===== src/rtl/uart_rx_core.sv =====
// UART receiver: oversampled start/data/parity/stop framing with parity and stop error pulses.
// Define UART_RX_MAJORITY_EN to vote 2-of-3 samples around mid-bit instead of a single sample.
module uart_rx_core #(
    parameter int WIDTH      = 8,
    parameter int PRESCALE_W = 6
) (
    input  logic                  CLK,
    input  logic                  RST,
    input  logic                  RX_IN,
    input  logic                  PAR_EN,
    input  logic                  PAR_TYP,
    input  logic [PRESCALE_W-1:0] Prescale,
    output logic [WIDTH-1:0]      P_DATA,
    output logic                  data_valid,
    output logic                  par_err,
    output logic                  stp_err
);
    localparam int BW = $clog2(WIDTH + 1);
`ifdef UART_RX_MAJORITY_EN
    localparam int SN = 3;
`else
    localparam int SN = 1;
`endif

    typedef enum logic [2:0] {IDLE, START, DATA, PARITY, STOP} state_t;

    state_t                  state_q, state_d;
    logic [PRESCALE_W-1:0]   edge_q, edge_d;
    logic [BW-1:0]           bit_q, bit_d;
    logic [WIDTH-1:0]        shift_q, shift_d;
    logic [SN-1:0]           samp_q, samp_d;
    logic                    par_en_q, par_en_d;
    logic                    par_typ_q, par_typ_d;
    logic [PRESCALE_W-1:0]   pre_q, pre_d;
    logic                    mism_q, mism_d;
    logic [WIDTH-1:0]        pdata_q, pdata_d;
    logic                    dv_q, dv_d;
    logic                    pe_q, pe_d;
    logic                    se_q, se_d;

    logic [PRESCALE_W-1:0]   half, last;
    logic                    bit_val;

    assign half = pre_q >> 1;
    assign last = pre_q - PRESCALE_W'(1);

`ifdef UART_RX_MAJORITY_EN
    assign bit_val = (samp_q[2] & samp_q[1]) | (samp_q[2] & samp_q[0]) | (samp_q[1] & samp_q[0]);
`else
    assign bit_val = samp_q[0];
`endif

    always_comb begin
        state_d   = state_q;
        edge_d    = edge_q;
        bit_d     = bit_q;
        shift_d   = shift_q;
        samp_d    = samp_q;
        par_en_d  = par_en_q;
        par_typ_d = par_typ_q;
        pre_d     = pre_q;
        mism_d    = mism_q;
        pdata_d   = pdata_q;
        dv_d      = 1'b0;
        pe_d      = 1'b0;
        se_d      = 1'b0;

        // Sample window is evaluated for every non-idle bit, including start and stop.
`ifdef UART_RX_MAJORITY_EN
        if (state_q != IDLE && (edge_q == half - PRESCALE_W'(1) || edge_q == half ||
                                edge_q == half + PRESCALE_W'(1)))
            samp_d = {samp_q[1:0], RX_IN};
`else
        if (state_q != IDLE && edge_q == half)
            samp_d = RX_IN;
`endif

        case (state_q)
            IDLE: begin
                edge_d = '0;
                if (!RX_IN) begin
                    state_d   = START;
                    edge_d    = PRESCALE_W'(1);
                    bit_d     = '0;
                    mism_d    = 1'b0;
                    par_en_d  = PAR_EN;
                    par_typ_d = PAR_TYP;
                    pre_d     = Prescale;
                end
            end
            START: begin
                if (edge_q == last) begin
                    edge_d  = '0;
                    bit_d   = '0;
                    state_d = bit_val ? IDLE : DATA;
                end else begin
                    edge_d = edge_q + PRESCALE_W'(1);
                end
            end
            DATA: begin
                if (edge_q == last) begin
                    edge_d  = '0;
                    shift_d = {bit_val, shift_q[WIDTH-1:1]};
                    bit_d   = bit_q + BW'(1);
                    if (bit_q == BW'(WIDTH - 1))
                        state_d = par_en_q ? PARITY : STOP;
                end else begin
                    edge_d = edge_q + PRESCALE_W'(1);
                end
            end
            PARITY: begin
                if (edge_q == last) begin
                    edge_d  = '0;
                    mism_d  = bit_val != ((^shift_q) ^ par_typ_q);
                    state_d = STOP;
                end else begin
                    edge_d = edge_q + PRESCALE_W'(1);
                end
            end
            STOP: begin
                // Decide early so the line is back in IDLE before a back-to-back start edge.
                if (edge_q == half + PRESCALE_W'(2)) begin
                    se_d    = !bit_val;
                    pe_d    = par_en_q & mism_q;
                    dv_d    = bit_val & !(par_en_q & mism_q);
                    if (dv_d)
                        pdata_d = shift_q;
                    edge_d  = '0;
                    state_d = IDLE;
                end else begin
                    edge_d = edge_q + PRESCALE_W'(1);
                end
            end
            default: begin
                state_d = IDLE;
                edge_d  = '0;
            end
        endcase
    end

    always_ff @(posedge CLK or posedge RST) begin
        if (RST) begin
            state_q   <= IDLE;
            edge_q    <= '0;
            bit_q     <= '0;
            shift_q   <= '0;
            samp_q    <= '0;
            par_en_q  <= 1'b0;
            par_typ_q <= 1'b0;
            pre_q     <= '0;
            mism_q    <= 1'b0;
            pdata_q   <= '0;
            dv_q      <= 1'b0;
            pe_q      <= 1'b0;
            se_q      <= 1'b0;
        end else begin
            state_q   <= state_d;
            edge_q    <= edge_d;
            bit_q     <= bit_d;
            shift_q   <= shift_d;
            samp_q    <= samp_d;
            par_en_q  <= par_en_d;
            par_typ_q <= par_typ_d;
            pre_q     <= pre_d;
            mism_q    <= mism_d;
            pdata_q   <= pdata_d;
            dv_q      <= dv_d;
            pe_q      <= pe_d;
            se_q      <= se_d;
        end
    end

    assign P_DATA     = pdata_q;
    assign data_valid = dv_q;
    assign par_err    = pe_q;
    assign stp_err    = se_q;
endmodule


===== config.mk =====
export PLATFORM = sky130hd
export DESIGN_NAME = uart_rx_core
export DESIGN_NICKNAME = d
export VERILOG_FILES = /design/src/rtl/uart_rx_core.sv
export SDC_FILE = /design/constraint.sdc
export NUM_CORES = 1
export LEC_CHECK = 0
export ABC_AREA = 1
export BUFFER_PORTS_ARGS = -buffer_cell sky130_fd_sc_hd__buf_2
export CAP_MARGIN = 20
export CORE_MARGIN = 2
export CORE_UTILIZATION = 50
export CTS_CLUSTER_SIZE = 24
export DETAILED_ROUTE_END_ITERATION = 12
export PLACE_DENSITY = 0.82
export SKIP_CTS_REPAIR_TIMING = 1
export SLEW_MARGIN = 5
export SYNTH_ARGS = -nofsm -noshare
export SYNTH_HDL_FRONTEND = slang
export SYNTH_SLANG_ARGS = --single-unit

===== constraint.sdc =====
create_clock -name CLK -period 2.02 [get_ports CLK]
set_clock_uncertainty 0.05 [all_clocks]
set_input_delay 0.101 -clock CLK [delete_from_list [all_inputs] [get_ports CLK]]
set_output_delay 0.101 -clock CLK [all_outputs]
set_load 0.01 [all_outputs]

=== Yosys cells after proc, flatten, opt, wreduce, memory -nomap -nowiden ===
Index checks and enable logic that the tools add are counted.

* $add $sub $neg: 4
* Eq/ne operators: 15
* Multiplexer cells: 26
* Bitwise logic cells: 4
* Reduce and logical (&&, ||, !) cells: 15

{| class="wikitable"
|+ Operator list
! operator !! number
|-
| two-way mux 3 bit || 7
|-
| case mux 6 bit (3 select lines) || 1
|-
| case mux 3 bit (5 select lines) || 1
|-
| == test 6 bit || 2
|-
| two-way mux 4 bit || 3
|-
| two-way mux 6 bit || 2
|-
| != test 2 bit, second input constant || 6
|-
| case mux 4 bit (3 select lines) || 1
|-
| two-way mux 1 bit || 9
|-
| XOR reduction 8 bit || 1
|-
| adder 5 x 2 -> 6 bit, second input constant || 1
|-
| adder 6 x 1 -> 6 bit, second input constant || 1
|-
| == test 3 x 2 -> 1 bit, second input constant || 2
|-
| == test 6 x 5 -> 1 bit || 1
|-
| AND reduction 3 bit || 2
|-
| AND reduction 6 bit || 1
|-
| nonzero test 3 bit || 2
|-
| subtractor 6 x 1 -> 6 bit, second input constant || 1
|-
| adder 4 x 1 -> 4 bit, second input constant || 1
|-
| == test 4 x 3 -> 1 bit, second input constant || 1
|-
| AND reduction 2 bit || 2
|-
| AND reduction 4 bit || 1
|-
| == test 3 x 1 -> 1 bit, second input constant || 1
|-
| == test 3 bit, second input constant || 1
|-
| 11 further kinds || 13
|}

* Bits in registers: 42
* Output and inout port bits: 11
* Logic and storage cells: 77

=== Logic depth before layout (Yosys ltp) ===
Gate-level depths: netlist of run 1.

* Depth after elaboration: 5
* Gate-level depth with buffers: 16
* Mapped depth without buffers: 16

=== Worst setup path after synthesis of run 1 ===
Ideal clock, no wire load.

* Path type: register -> register
* Start point: reg pre_q[3]
* End point: reg pdata_q[5] (netlist: P_DATA[5])
* Data arrival time: 1.818 ns
* Required time: 1.853 ns
* Setup slack: 0.034 ns
* Stages on the path, launching flop included: 12
* Buffers on the path: 2
* Period minus slack after synthesis: 1.986 ns
* Cells stage by stage: dfrtp_1 inv_1 ha_1 xnor2_1 nand3_1 nor2_2 nand3_2 or2_1 buf_6 buf_6 nand2_2 o21ai_2

* Cells in the longest elaborated chain, start to end: 3

{| class="wikitable"
|+ Ends and longest elaborated chain
! what !! line !! text
|-
| start, declared || 34 || <nowiki>logic [PRESCALE_W-1:0] pre_q, pre_d;</nowiki>
|-
| start signal, assigned || 164 || <nowiki>pre_q <= pre_d;</nowiki>
|-
| adder 5 x 2 -> 6 bit || 122 || <nowiki>if (edge_q == half + PRESCALE_W'(2)) begin</nowiki>
|-
| == test 6 bit || 122 ||
|-
| AND reduction 3 bit (no source line) || -- ||
|-
| end signal, assigned || 166 || <nowiki>pdata_q <= pdata_d;</nowiki>
|-
| end, declared || 36 || <nowiki>logic [WIDTH-1:0] pdata_q, pdata_d;</nowiki>
|}

No other way between the ends.
A chain may end at the register's enable or synchronous reset.

=== Worst setup path after layout of run 1 ===
* Start point: reg pre_q[1]
* End point: reg state_q[2]

* Cells in the longest elaborated chain, start to end: 4

{| class="wikitable"
|+ Ends and longest elaborated chain
! what !! line !! text
|-
| subtractor 6 x 1 -> 6 bit or adder 5 x 2 -> 6 bit (tied branches) || 45, 122 ||
|-
| == test 6 bit, on equally long branches || -- ||
|-
| != test 2 bit (no source line) || -- ||
|-
| AND reduction 6 bit (no source line) (*) || -- ||
|-
| end signal, assigned || 157 || <nowiki>state_q <= state_d;</nowiki>
|-
| end, declared || 27 || <nowiki>state_t state_q, state_d;</nowiki>
|}

Every way passes the cells marked *; elsewhere a longest branch is shown, timed or not.

==> run summary, run 1 <==
outcome - complete, but fails checks
violations in the final reports - hold timing, setup timing
sequential-to-total area share from yosys stat - 44.1%
top layer in use - met4
count of distinct cell types in the synthesized netlist - 30
yosys synthesis warning count - 0
Post-Place Cells - 385
top-count cell post-synth - nand2_1
starting utilization of the core area - 51.2%
antenna viol nets, final - 0
Leakage Power - 1.48 nW
full die area - 5340 um^2
achievable frequency - 474 MHz
Period minus WS final - 2110 ps
maximum number of pins on one net before global-route repair - 43
Boundary Pins - 22
standard-cell row count - 25
RR Startpoint - pre_q[1]
final-stage net count - 365
total power per unit cell area - 1300 nW/um^2
count of max-cap constraint violations - 0
reg-to-reg setup timing slack - -90 ps
arrival time of the worst setup path - 2290 ps
HP Start - Prescale[1]
nets in the synthesized netlist - 321
CTS tree - yes
wire length reported by the detailed router - 5620 um
area of all placed cells without fillers - 2890 um^2
required time at the worst-slack endpoint - 2200 ps
cells along the critical path - inv_2 -> ha_4 -> inv_2 -> nand2_2 -> nand2_1 -> nor2_1 -> nand3_1 -> nor2_2 -> nand3_4 -> nand2_2 -> nand2_4 -> nor2_2 -> nand2_1 -> nand2_1
Layout Area Growth over Synthesis - 21.1%
total of endpoints with negative setup slack in the final report - 9
critical register-to-register path endpoint - state_q[2]
cell area after placement - 2610 um^2
largest incremental delay on the critical path - 400 ps
DRC violation total after the first TritonRoute iteration - 156
Cell Area, Synth - 2380 um^2
transition time of the tightest slew-check pin - 598 ps
clock latency on the worst-skew pair - 300 ps
number of diodes added for antenna fixing - 0
average wire per cell in the routed design - 13.9 um
metal3 WL - 257 um
ratio of final minimum period to clock period - 104%
hold crit path type - in2reg
Vias - 2,140
first-pass iteration count of the detailed router - 4
crit start category - flip-flop
sequential cell area in the final layout - 1050 um^2
cell with the most instances on the worst path - nand2_1
worst hold-check slack - -37.9 ps
clock buffers created by TritonCTS - 5
Hold Path Sink - pre_q[1]
most used standard cells in the synthesized netlist - 92 x nand2_1, 42 x dfrtp_1, 41 x inv_1
syn_area_per_cell - 7.84 um^2
CTS Buffer Depth - 2
Fill cells - 370
flip-flop cell with the highest count after synthesis - dfrtp_1
type of destination of the critical path - flip-flop
critical path class - reg2reg
worst IR drop on VDD - 0.671 mV
clock-pin slew of the registers on the worst-case setup and hold paths - 80 ps
vias in the first global route - 1,995
Die Wd - 73.1 um
cell count of the worst hold path - 3
Slew Limit Fails - 0
Mapped Cells - 304
total overflow reported by the global router - 0
async set-reset flop share out of synthesis - 100%
DRC Markers - 0
clock tree root driver cell - clkbuf_8
fin worst setup slack - -89.9 ps
Slew HR - 59.9%
setup repair after global routing missed its margin - yes
area of the multi-input gates - 1230 um^2
Synth area leaders - dfrtp_1 44%, nand2_1 14%, inv_1 6.5%
Hold Fails Final Rpt - 4
post-detailed-placement half-perimeter wirelength - 3680 um
met2 layer wire length in the routed design - 2660 um
placeable core region - 4660 um^2
Port Buffers - 21
total routing usage reported by global routing - 20.7%
FF+latch count, synth - 42
global-route wire length before repair - 8580 um
Final GP Congestion - 0.929
vertical die dimension - 73.1 um
largest fanout on the critical path - 7
slowest stage cell on the critical path - dfrtp_1
EDFF count, synth - 0
detailed-route vias per instance - 5.31
fraction of final layout cells with drive strength greater than 1 - 22.9%
R2R cell count - 14
non-filler instance count after layout - 403
share of Yosys cell area claimed by the top area cell type - 44.1%
number of antenna violations at the first check in global routing - 0
largest area contributor in the synthesized netlist - dfrtp_1
H-tree Lvls - 2
M1 WL - 2520 um
sink count of the clock tree - 42
## per-layer routing
layer | vias to the layer above | global-route usage [%]
li1 | 1046 | -
met1 | 1015 | 27.8
met2 | 63 | 32.8
met3 | 16 | 3.87
met4 | 0 | 8.44
met5 | - | 0
## report_power, final
| group | leakage [nW] | total, W | switching, W | internal (W) |
|---|---|---|---|---|
| Sequential | 0.564 | 0.00121 | 0.000200 | 0.00101 |
| Clock | 0.0452 | 0.000550 | 0.000306 | 0.000244 |
| Combinational | 0.868 | 0.00200 | 0.00122 | 0.000777 |
## worst max-delay path by stage
stage,start,endpoint,cells past startpoint
2_1_floorplan,pre_q[3],P_DATA[5],11
3_5_place_dp,pre_q[1],bit_q[3],13
3_3_place_gp,pre_q[1],bit_q[1],13
6_report,pre_q[1],state_q[2],14
4_1_cts,pre_q[1],bit_q[1],13
5_1_grt,pre_q[1],state_q[2],14
## sequential cells by signal (all words and copies together) (netlist names)
name,cells
par_err,1
state_q,3
shift_q,8
mism_q,1
stp_err,1
bit_q,4
edge_q,6
par_en_q,1
pre_q,6
P_DATA,8
data_valid,1
par_typ_q,1
bit_val,1
## stage by stage
stage                     power (W)  setup WS, ps  setup TNS (ps)  util (%)
after global routing        0.00405          -186           -3090      62.0
after global placement      0.00274         -28.8           -83.0      55.9
final                       0.00376         -89.9            -449      62.0
after detailed placement    0.00282         -75.6            -302      55.9
after floorplan             0.00238          34.5               0         -
after CTS                   0.00336         -84.2            -423      57.8
## placed cells by master, fill, tap and decap left out, types with 2 or more instances in the layout
cell type / netlist / routed
o21ai_2: 7 / 8
nand3b_1: 2 / 2
inv_1: 41 / 38
nand3_1: 16 / 16
buf_4: 1 / 14
clkbuf_8: 0 / 5
a21oi_1: 4 / 2
buf_2: 0 / 21
nor2_1: 20 / 17
nand4_1: 3 / 3
nor3_1: 7 / 7
inv_2: 2 / 3
o21ai_0: 21 / 16
dfrtp_1: 42 / 42
nand2_2: 2 / 9
xor2_1: 10 / 10
o21ai_1: 3 / 7
nand2_4: 1 / 3
ha_1: 6 / 5
nand2_1: 92 / 83
or2_1: 2 / 2
xnor2_1: 9 / 9
nor2_2: 1 / 4
dlygate4sd3_1: 0 / 5
## cell families after synthesis
| logic type | share of synthesized area (%) |
|---|---|
| compound gates | 10.2 |
| flops | 44.1 |
| fa+ha+maj | 3.15 |
| buf+inv | 8.66 |
| xor+xnor | 6.98 |
| simple gates | 26.9 |
## critical path, delay by kind of cell, from the launching register on
family / cells / cell delay, ps
simple gates: 11 / 1210
fa+ha+maj: 1 / 270
buf+inv: 2 / 100
flops: 1 / 400
## final cells by class
type                    count  share of cell area [%]
clock buffers               6                    2.51
clock inverters             2                   0.477
inverters                  43                    5.85
multi-input cells         215                    42.7
flip-flops and latches     42                    36.4
well taps                  54                    2.34
repair buffers             41                    9.71
Power figures use the tool's default switching activity.
==> run 2: changes to the inputs <==
CAP_MARGIN = 10   (was 20)
PLACE_DENSITY = 0.74   (was 0.82)
==> run summary, run 2 (synthesized netlist as in run 1, its figures left out) <==
standard-cell row count - 25 (unchanged)
detailed-route vias per instance - 5.12 (-3.7%)
total of endpoints with negative setup slack in the final report - 0 (-9)
full die area - 5340 um^2 (unchanged)
CTS Buffer Depth - 2 (unchanged)
antenna viol nets, final - 0 (unchanged)
reg-to-reg setup timing slack - 50 ps (+140 ps)
critical path class - reg2reg
number of antenna violations at the first check in global routing - 0 (unchanged)
Port Buffers - 21 (unchanged)
critical register-to-register path endpoint - bit_q[2]
ratio of final minimum period to clock period - 97.4% (-7.1 points)
arrival time of the worst setup path - 2120 ps (-170 ps)
clock buffers created by TritonCTS - 5 (unchanged)
Worst setup startpoint - pre_q[2]
area of all placed cells without fillers - 2960 um^2 (+2.6%)
worst IR drop on VDD - 0.794 mV (+18%)
RR Startpoint - pre_q[2]
Slew Limit Fails - 0 (unchanged)
Vias - 2,087 (-2.5%)
clock latency on the worst-skew pair - 300 ps (about the same)
required time at the worst-slack endpoint - 2170 ps (-30 ps)
outcome - complete, but fails checks
Boundary Pins - 22 (unchanged)
utilization after layout - 63.6% (+1.6 points)
total overflow reported by the global router - 0 (unchanged)
wire length reported by the detailed router - 5190 um (-7.5%)
average wire per cell in the routed design - 12.7 um (-8.7%)
most common library cell in the layout ignoring fill and taps - nand2_1
Slew HR - 60.3% (+0.45 points)
DRC violation total after the first TritonRoute iteration - 181 (+16%)
final-stage net count - 370 (+1.4%)
transition time of the tightest slew-check pin - 591 ps (-6.76 ps)
clock tree root driver cell - clkbuf_8
vertical die dimension - 73.1 um (unchanged)
fraction of final layout cells with drive strength greater than 1 - 24.9% (+1.9 points)
global-route wire length before repair - 8420 um (-1.8%)
placeable core region - 4660 um^2 (unchanged)
post-detailed-placement half-perimeter wirelength - 3400 um (-7.4%)
number of diodes added for antenna fixing - 0 (unchanged)
Leakage Power - 1.50 nW (+1.5%)
DRC Markers - 0 (unchanged)
clock-pin slew of the registers on the worst-case setup and hold paths - 80 ps (about the same)
count of max-cap constraint violations - 0 (unchanged)
Final GP Congestion - 0.860 (-7.5%)
violations in the final reports - hold timing
sum of internal, switching and leakage power - 0.00385 W (+2.5%)
cell area after placement - 2610 um^2 (unchanged)
H-tree Lvls - 2 (unchanged)
total routing usage reported by global routing - 20.3% (-0.34 points)
total power per unit cell area - 1300 nW/um^2 (-0.19%)
worst hold-check slack - -25.0 ps (+12.9 ps)
Hold Fails Final Rpt - 1 (-3)
CTS tree - yes
Period minus WS final - 1970 ps (-143 ps)
maximum number of pins on one net before global-route repair - 43 (unchanged)
Die Wd - 73.1 um (unchanged)
crit start category - flip-flop
sink count of the clock tree - 42 (unchanged)
achievable frequency - 508 MHz (+7.3%)
top library cells by usage in the layout, fill and taps aside - 85 x nand2_1, 42 x dfrtp_1, 35 x inv_1
timing endpoint of the critical path - bit_q[2]
first-pass iteration count of the detailed router - 5 (+1)
starting utilization of the core area - 51.2% (unchanged)
Layout Area Growth over Synthesis - 24.3%
largest fanout on the critical path - 7 (unchanged)
type of destination of the critical path - flip-flop
setup repair after global routing missed its margin - yes
vias in the first global route - 1,851 (-7.2%)
R2R cell count - 11 (-3)
hold crit path type - in2reg
run 2: cell count changes in the layout (fill, tap and decap cells not counted), moves of 2 or more:
cell / delta
buf_6: +2
inv_1: -3
nand2_2: -2
inv_2: +3
dlygate4sd3_1: +3
nand2_1: +2
or2_4: +2
run 2: area by class of cell:
type | instances | area [um^2]
inverter | 43 | 169
multi-input combinational | 216 | 1270
fill | 369 | 1700
timing repair buffer | 45 | 313
sequential | 42 | 1050
tap | 54 | 67.6
clock inverter | 2 | 12.5
clock buffer | 6 | 82.6
run 2: metrics by stage:
step | setup WS (ps) | std cells | setup TNS (ps)
after floorplan | 34.5 | 304 | 0
after global placement | 65.2 | 385 | 0
after detailed placement | 6.28 | 385 | 0
after CTS | -24.2 | 393 | -126
after global routing | -107 | 408 | -841
final | 52.9 | 408 | 0
run 2: worst max-delay path, stage by stage (launching register included):
cell	delay, ps
dfrtp_1	430
buf_4	170
nor2_2	170
nand4_1	130
xor2_1	240
nand3_4	210
nand2_2	140
nand2_4	80
inv_4	70
nand2_4	60
nand2_1	60
nand2_1	40
run 2: where the power goes:
| part | switching, W | total (W) | internal (W) | leakage, nW |
|---|---|---|---|---|
| clock network | 0.000307 | 0.000582 | 0.000275 | 0.0472 |
| registers | 0.000212 | 0.00122 | 0.00101 | 0.564 |
| logic | 0.00121 | 0.00205 | 0.000843 | 0.888 |
run 2: worst min path at each step:
stage                      from        end  slack [ps]  cells past startpoint
finish              Prescale[0]   pre_q[0]         -20                      3
global route        Prescale[0]   pre_q[0]           8                      3
floorplan               PAR_TYP  par_typ_q         170                      2
global placement            RST   pre_q[0]         210                      3
detailed placement          RST   pre_q[0]         210                      3
CTS                         RST   pre_q[2]        -110                      3
run 2: metal layers:
| layer | wire (um) | vias to the layer above | GRT usage, % |
|---|---|---|---|
| met5 | 0 | - | 0 |
| met2 | 2500 | 51 | 31.0 |
| met3 | 305 | 7 | 4.56 |
| li1 | - | 1053 | - |
| met4 | 59 | 0 | 6.17 |
| met1 | 2320 | 976 | 28.9 |
